### src/rtl/ux607_tlb_ctrl_if.sv
// MMU-side handshakes plus the TLB RAM port of the TLB controller.
// The slave modport is the controller's view; the master modport is the
// view of whoever drives lookups/refills and owns the RAM macro.
`ifndef UX607_TLB_INDEX_WIDTH
`define UX607_TLB_INDEX_WIDTH 5
`endif

interface ux607_tlb_ctrl_if #(
    parameter int AW = `UX607_TLB_INDEX_WIDTH,
    parameter int VW = 27,
    parameter int PW = 44,
    parameter int DW = 1 + VW - AW + PW
) ();
    logic          lkup_valid;
    logic          lkup_ready;
    logic [VW-1:0] lkup_vpn;
    logic          rsp_valid;
    logic          rsp_ready;
    logic          rsp_hit;
    logic [PW-1:0] rsp_ppn;
    logic          refill_valid;
    logic          refill_ready;
    logic [VW-1:0] refill_vpn;
    logic [PW-1:0] refill_ppn;
    logic          flush_req;
    logic          flush_busy;
    logic          ram_cs;
    logic          ram_wem;
    logic [AW-1:0] ram_addr;
    logic [DW-1:0] ram_din;
    logic [DW-1:0] ram_dout;

    modport slave (
        input  lkup_valid, lkup_vpn, rsp_ready, refill_valid, refill_vpn,
               refill_ppn, flush_req, ram_dout,
        output lkup_ready, rsp_valid, rsp_hit, rsp_ppn, refill_ready,
               flush_busy, ram_cs, ram_wem, ram_addr, ram_din
    );

    modport master (
        output lkup_valid, lkup_vpn, rsp_ready, refill_valid, refill_vpn,
               refill_ppn, flush_req, ram_dout,
        input  lkup_ready, rsp_valid, rsp_hit, rsp_ppn, refill_ready,
               flush_busy, ram_cs, ram_wem, ram_addr, ram_din
    );
endinterface

### src/rtl/ux607_tlb_ctrl.sv
// Direct-mapped TLB controller: serves VPN lookups against the TLB RAM,
// writes walker refills, and invalidates every entry after reset and on
// sfence.vma flush. RAM words are packed {valid, tag, ppn}.
`ifndef UX607_TLB_INDEX_WIDTH
`define UX607_TLB_INDEX_WIDTH 5
`endif

module ux607_tlb_ctrl #(
    parameter int AW = `UX607_TLB_INDEX_WIDTH,
    parameter int VW = 27,
    parameter int PW = 44,
    parameter int DW = 1 + VW - AW + PW
) (
    input logic             clk,
    input logic             rst_n,
    ux607_tlb_ctrl_if.slave bus
);
    localparam int DP = 2 ** AW;
    localparam int TW = VW - AW;

    typedef enum logic [2:0] {
        ST_INIT,
        ST_IDLE,
        ST_LOOKUP,
        ST_RESP,
        ST_FLUSH
    } state_t;

    state_t        state_q;
    logic [AW-1:0] cnt_q;
    logic          flush_pending_q;
    logic          rsp_valid_q;
    logic          rsp_hit_q;
    logic [PW-1:0] rsp_ppn_q;
    logic [TW-1:0] tag_q;

    logic          is_idle;
    logic          sweeping;
    logic          flush_go;
    logic          refill_fire;
    logic          lkup_fire;
    logic          entry_hit;
    logic          dout_valid;
    logic [TW-1:0] dout_tag;
    logic [PW-1:0] dout_ppn;

    // A flush request in IDLE blocks both handshakes in the same cycle,
    // so neither a refill nor a lookup can slip in ahead of the sweep.
    assign is_idle          = (state_q == ST_IDLE);
    assign sweeping         = (state_q == ST_INIT) || (state_q == ST_FLUSH);
    assign flush_go         = is_idle && (bus.flush_req || flush_pending_q);
    assign bus.refill_ready = is_idle && !flush_go;
    assign bus.lkup_ready   = is_idle && !flush_go && !bus.refill_valid;
    assign refill_fire      = bus.refill_valid && bus.refill_ready;
    assign lkup_fire        = bus.lkup_valid && bus.lkup_ready;

    assign {dout_valid, dout_tag, dout_ppn} = bus.ram_dout;
    assign entry_hit = dout_valid && (dout_tag == tag_q);

    assign bus.flush_busy = sweeping;
    assign bus.rsp_valid  = rsp_valid_q;
    assign bus.rsp_hit    = rsp_hit_q;
    assign bus.rsp_ppn    = rsp_ppn_q;

    // RAM port: sweep writes, same-cycle refill writes and lookup reads.
    always_comb begin
        bus.ram_cs   = 1'b0;
        bus.ram_wem  = 1'b0;
        bus.ram_addr = '0;
        bus.ram_din  = '0;
        if (sweeping) begin
            bus.ram_cs   = 1'b1;
            bus.ram_wem  = 1'b1;
            bus.ram_addr = cnt_q;
        end else if (refill_fire) begin
            bus.ram_cs   = 1'b1;
            bus.ram_wem  = 1'b1;
            bus.ram_addr = bus.refill_vpn[AW-1:0];
            bus.ram_din  = {1'b1, bus.refill_vpn[VW-1:AW], bus.refill_ppn};
        end else if (lkup_fire) begin
            bus.ram_cs   = 1'b1;
            bus.ram_addr = bus.lkup_vpn[AW-1:0];
        end
    end

    // Controller FSM with registered response outputs.
    always_ff @(posedge clk) begin
        if (!rst_n) begin
            state_q         <= ST_INIT;
            cnt_q           <= '0;
            flush_pending_q <= 1'b0;
            rsp_valid_q     <= 1'b0;
            rsp_hit_q       <= 1'b0;
            rsp_ppn_q       <= '0;
            tag_q           <= '0;
        end else begin
            case (state_q)
                ST_INIT, ST_FLUSH: begin
                    if (cnt_q == AW'(DP - 1)) begin
                        cnt_q   <= '0;
                        state_q <= ST_IDLE;
                    end else begin
                        cnt_q <= cnt_q + AW'(1);
                    end
                end
                ST_IDLE: begin
                    if (flush_go) begin
                        flush_pending_q <= 1'b0;
                        cnt_q           <= '0;
                        state_q         <= ST_FLUSH;
                    end else if (lkup_fire) begin
                        tag_q   <= bus.lkup_vpn[VW-1:AW];
                        state_q <= ST_LOOKUP;
                    end
                end
                ST_LOOKUP: begin
                    if (bus.flush_req) begin
                        flush_pending_q <= 1'b1;
                    end
                    rsp_hit_q   <= entry_hit;
                    rsp_ppn_q   <= entry_hit ? dout_ppn : '0;
                    rsp_valid_q <= 1'b1;
                    state_q     <= ST_RESP;
                end
                ST_RESP: begin
                    if (bus.flush_req) begin
                        flush_pending_q <= 1'b1;
                    end
                    if (bus.rsp_ready) begin
                        rsp_valid_q <= 1'b0;
                        state_q     <= ST_IDLE;
                    end
                end
                default: begin
                    state_q <= ST_INIT;
                    cnt_q   <= '0;
                end
            endcase
        end
    end
endmodule

### src/flat_wrapper.sv
// flat-port wrapper written by rule: the top's interface ports become plain ports
module ux607_tlb_ctrl_flat 
#(
    parameter int AW = `UX607_TLB_INDEX_WIDTH,
    parameter int VW = 27,
    parameter int PW = 44,
    parameter int DW = 1 + VW - AW + PW
)
  (clk, rst_n, bus_lkup_valid, bus_lkup_vpn, bus_rsp_ready, bus_refill_valid, bus_refill_vpn, bus_refill_ppn, bus_flush_req, bus_ram_dout, bus_lkup_ready, bus_rsp_valid, bus_rsp_hit, bus_rsp_ppn, bus_refill_ready, bus_flush_busy, bus_ram_cs, bus_ram_wem, bus_ram_addr, bus_ram_din);
  ux607_tlb_ctrl_if #(.AW(AW), .VW(VW), .PW(PW), .DW(DW)) bus_i ();
  input logic clk;
  input logic rst_n;
  input wire logic [$bits(bus_i.lkup_valid)-1:0] bus_lkup_valid;
  input wire logic [$bits(bus_i.lkup_vpn)-1:0] bus_lkup_vpn;
  input wire logic [$bits(bus_i.rsp_ready)-1:0] bus_rsp_ready;
  input wire logic [$bits(bus_i.refill_valid)-1:0] bus_refill_valid;
  input wire logic [$bits(bus_i.refill_vpn)-1:0] bus_refill_vpn;
  input wire logic [$bits(bus_i.refill_ppn)-1:0] bus_refill_ppn;
  input wire logic [$bits(bus_i.flush_req)-1:0] bus_flush_req;
  input wire logic [$bits(bus_i.ram_dout)-1:0] bus_ram_dout;
  output wire logic [$bits(bus_i.lkup_ready)-1:0] bus_lkup_ready;
  output wire logic [$bits(bus_i.rsp_valid)-1:0] bus_rsp_valid;
  output wire logic [$bits(bus_i.rsp_hit)-1:0] bus_rsp_hit;
  output wire logic [$bits(bus_i.rsp_ppn)-1:0] bus_rsp_ppn;
  output wire logic [$bits(bus_i.refill_ready)-1:0] bus_refill_ready;
  output wire logic [$bits(bus_i.flush_busy)-1:0] bus_flush_busy;
  output wire logic [$bits(bus_i.ram_cs)-1:0] bus_ram_cs;
  output wire logic [$bits(bus_i.ram_wem)-1:0] bus_ram_wem;
  output wire logic [$bits(bus_i.ram_addr)-1:0] bus_ram_addr;
  output wire logic [$bits(bus_i.ram_din)-1:0] bus_ram_din;
  assign bus_i.lkup_valid = bus_lkup_valid;
  assign bus_i.lkup_vpn = bus_lkup_vpn;
  assign bus_i.rsp_ready = bus_rsp_ready;
  assign bus_i.refill_valid = bus_refill_valid;
  assign bus_i.refill_vpn = bus_refill_vpn;
  assign bus_i.refill_ppn = bus_refill_ppn;
  assign bus_i.flush_req = bus_flush_req;
  assign bus_i.ram_dout = bus_ram_dout;
  assign bus_lkup_ready = bus_i.lkup_ready;
  assign bus_rsp_valid = bus_i.rsp_valid;
  assign bus_rsp_hit = bus_i.rsp_hit;
  assign bus_rsp_ppn = bus_i.rsp_ppn;
  assign bus_refill_ready = bus_i.refill_ready;
  assign bus_flush_busy = bus_i.flush_busy;
  assign bus_ram_cs = bus_i.ram_cs;
  assign bus_ram_wem = bus_i.ram_wem;
  assign bus_ram_addr = bus_i.ram_addr;
  assign bus_ram_din = bus_i.ram_din;
  ux607_tlb_ctrl #(.AW(AW), .VW(VW), .PW(PW), .DW(DW)) u_core (.clk(clk), .rst_n(rst_n), .bus(bus_i));
endmodule
### config.mk
export PLATFORM = sky130hd
export DESIGN_NAME = ux607_tlb_ctrl_flat
export DESIGN_NICKNAME = d
export VERILOG_FILES = /design/src/rtl/ux607_tlb_ctrl_if.sv /design/src/rtl/ux607_tlb_ctrl.sv /design/src/flat_wrapper.sv
export SDC_FILE = /design/constraint.sdc
export NUM_CORES = 1
export LEC_CHECK = 0
export ABC_CLOCK_PERIOD_IN_PS = 1920
export BUFFER_PORTS_ARGS = -buffer_cell sky130_fd_sc_hd__buf_2
export CAP_MARGIN = 0
export CORE_MARGIN = 10
export CORE_UTILIZATION = 34
export DETAILED_ROUTE_END_ITERATION = 6
export PLACE_DENSITY = 0.74
export SLEW_MARGIN = 15
export SYNTH_ARGS = -nofsm -noshare
export SYNTH_HDL_FRONTEND = slang
export SYNTH_SLANG_ARGS = --single-unit
export TNS_END_PERCENT = 30
### constraint.sdc
create_clock -name clk -period 1.92 [get_ports clk]
set_input_delay 0.192 -clock clk [delete_from_list [all_inputs] [get_ports clk]]
set_output_delay 0.192 -clock clk [all_outputs]
set_load 0.01 [all_outputs]
==> metrics.md <==
| Metric | Value |
|---|---|
| Outcome | `finished with violations` |
| Failing checks | `setup timing` |
| DR vias | `4421` |
| Synth warnings | `0` |
| Setup WS post-layout | `-10.94 ps` |
| Clk slew on worst S/H paths | `60 ps` |
| Post-DP HPWL | `roughly 14 mm` |
| Peak supply drop | `0.0004760 V` |
| Mapped cell area | `just under 4000 µm²` |
| Slew Limit Fails | `0` |
| Crit Path Class | `reg -> out` |
| First-pass GRT wire length | `24.76 mm` |
| Seq/Total Area, Yosys | `0.3987` |
| Hold WS | `between 100 and 150 ps` |
| Cell variety after synth | `35` |
| Post-place setup slack | `96.65 ps` |
| Crit-path max FO | `25` |
| Buffer and inverter count on the worst path | `2` |
| Skew-Pair Late Insertion Delay | `320 ps` |
| Ports | `~290` |
| Max-cap viol count | `0` |
| Arrival @ worst endpoint | `about 1700 ps` |
| CP Cell Sequence | `nor4b_4 > and3_4 > clkbuf_16 > and2_1 > buf_6` |
| Crit path capture type | `primary output` |
| Total power draw | `approximately 3.4 mW` |
| Die area | `16040 µm²` |
| Initial antenna violation count | `2` |
| DRC Markers | `0` |
| Final instance area | `between 5000 and 6000 µm²` |
| Die H | `126.6 µm` |
| Vias in the first global route | `4363` |
| H-tree depth | `3` |
| CP top delay family | `simple AND/OR/NAND/NOR gates` |
| DR pass1 iterations | `4` |
| Post-route minimum period | `approximately 1900 ps` |
| Relative slew slack | `0.6835` |
| Final weighted congestion in routability-driven placement | `0.8921` |
| Post-route ant nets | `0` |
| Share of cells above drive strength 1 | `0.4367` |
| Final period utilization | `1.006` |
| Max Buffers Root-to-Sink | `2` |
| Post-Synthesis Mean Instance Area | `8.005 µm²` |
| CP Launch Type | `flip-flop` |
| RSZ-0062 raised after global routing | `true` |
| CTS Hold Bufs | `0` |
| Mapped Nets | `656` |
| Initial Utilization | `0.3520` |
| Layout Skew | `4.163 ps` |
| FMAX | `0.5179 GHz` |
| CP max stage delay | `~340 ps` |
| Die Wd | `126.6 µm` |
| Top FF cell, synth | `dfxtp_1` |
| Post-synthesis async set-or-reset flop share | `0` |
| Fin util | `0.5386` |
| Sink Count | `slightly below 80` |
| Synthesized flop and latch total | `77` |
| Hold Vio Cnt, Final | `0` |
| Number of flops mapped to enable cells by yosys | `0` |
| CTS buffer count | `9` |
| Root Buffer | `clkbuf_16` |
| Drt wl/cell | `18.70 µm` |
| Least-Margin Pin Slew | `474.7 ps` |
| Final setup violation count | `3` |
| Placed Area | `between 5000 and 6000 µm²` |
| Row cnt | `38` |
| Largest net degree at the start of global routing | `between 50 and 60` |
| Worst Hold Class | `in -> reg` |
| DR vias/cell | `4.832` |
| Area growth syn-to-layout | `53.01%` |
| Port Buffers | `293` |
| TritonCTS clock tree | `built` |
| Cell Pwr Density | `573.1 nW/µm²` |
| GRT overflow | `0` |
| Syn Inst Count | `roughly 480` |
| All-Layer GR Usage | `0.1942` |
| Nets | `944` |
| DRT iter0 DRCs | `340` |
| Total wire length | `17.11 mm` |
| Core area | `10980 µm²` |
| CP required | `1730 ps` |
| Max stage delay cell, worst path | `dfxtp_2` |
| Pleak | `2.855 nW` |
-- cell type report --
type	instances	area, µm²
sequential	77	1543
clock inverter	2	12.51
inverter	3	11.26
antenna	1	2.502
timing repair buffer	316	1800
clock buffer	12	236.5
fill	1093	5067
tap	140	175.2
multi-input combinational	364	2135
-- cell usage after synthesis (9+ instances only) --
| library cell | count | area [µm²] |
|---|---|---|
| a21boi_0 | 10 | 75.07 |
| a21boi_1 | 15 | 112.6 |
| and2_1 | 66 | 412.9 |
| buf_2 | 16 | 80.08 |
| clkbuf_1 | 11 | 41.29 |
| dfxtp_1 | 77 | 1541 |
| nand2_1 | 106 | 397.9 |
| nand4_1 | 46 | 287.8 |
| nor2b_1 | 9 | 56.30 |
| o21ai_1 | 40 | 200.2 |
| xnor2_1 | 10 | 87.58 |
| xor2_1 | 12 | 105.1 |
-- timing repair --
| item | 4_1_cts | 5_1_grt |
|---|---|---|
| buffers inserted | 3 | 0 |
| hold endpoints to repair | 0 | 0 |
| pin swaps | 1 | 0 |
| gates cloned | 0 | 1 |
| endpoints found under the setup margin | 73 | 54 |
| gates resized for setup | 7 | 9 |
-- metal layers --
layer,GRT usage,wire length [µm],vias to the layer above,share of wire
li1,-,-,2211,-
met2,0.3505,8966,212,0.52
met4,0.04153,181,0,0.011
met1,0.1974,5895,1983,0.34
met3,0.09538,2068,15,0.12
met5,0,0,-,0
-- per-stage QoR --
step | setup TNS [ps] | instances
3_5_place_dp | 0 | 896
2_1_floorplan | 0 | 483
4_1_cts | -29.15 | 913
5_1_grt | -2670 | 914
3_3_place_gp | 0 | 896
6_report | -20.62 | 915
-- final timing paths --
kind / startpoint / to / depth (start not counted) / slack [ps]
setup / recovery: u_core.flush_pending_q / bus_ram_din[24] / 5 / -10
hold / removal: bus_lkup_vpn[14] / u_core.tag_q[9] / 3 / 100
setup reg to reg: u_core.cnt_q[0] / u_core.cnt_q[2] / 6 / 80
hold reg to reg: u_core.bus.rsp_ppn[6] / u_core.bus.rsp_ppn[6] / 2 / 440
-- where the power goes --
part / switching, mW / internal, mW / leakage [nW]
Sequential: 0.00439 / 1.60 / 0.621
Clock: 0.611 / 0.859 / 0.119
Combinational: 0.138 / 0.174 / 2.12
-- flip-flops by register name, indices dropped and copies added (netlist names) --
| register | flops |
|---|---|
| u_core.cnt_q | 5 |
| u_core.state_q | 3 |
| u_core.flush_pending_q | 1 |
| u_core.bus.rsp_valid | 1 |
| u_core.tag_q | 22 |
| u_core.bus.rsp_ppn | 44 |
| u_core.bus.rsp_hit | 1 |
-- tightest hold or removal path, cell delays in order --
cell and delay, ps:
buf_2 90, nand2_1 40, a21boi_1 50
-- cells by family (layout without fill, tap and decap cells) --
| family | after synthesis | count (layout) | synth area share |
|---|---|---|---|
| other | 0 | 1 | 0 |
| buffers and inverters | 42 | 333 | 0.05987 |
| flip-flops | 77 | 77 | 0.3987 |
| adder cells (fa/ha/maj) | 2 | 2 | 0.006471 |
| AND/OR/NAND/NOR | 254 | 254 | 0.3489 |
| XOR/XNOR | 22 | 22 | 0.04984 |
| AO/OA/AOI/OAI | 86 | 86 | 0.1362 |
-- layout by cell type, fill, tap and decap left out, drive strengths merged, types with 3 or more instances in the layout --
cell    instances
nor4            3
a21boi         25
nand4          46
inv             3
nor2            7
o21ai          48
nand2         106
and2           66
nor2b           9
buf           315
clkbuf         13
and3            4
xnor2          10
xor2           12
dfxtp          77
a22oi           7
nand3           4
(Power assumes the default switching activity.)
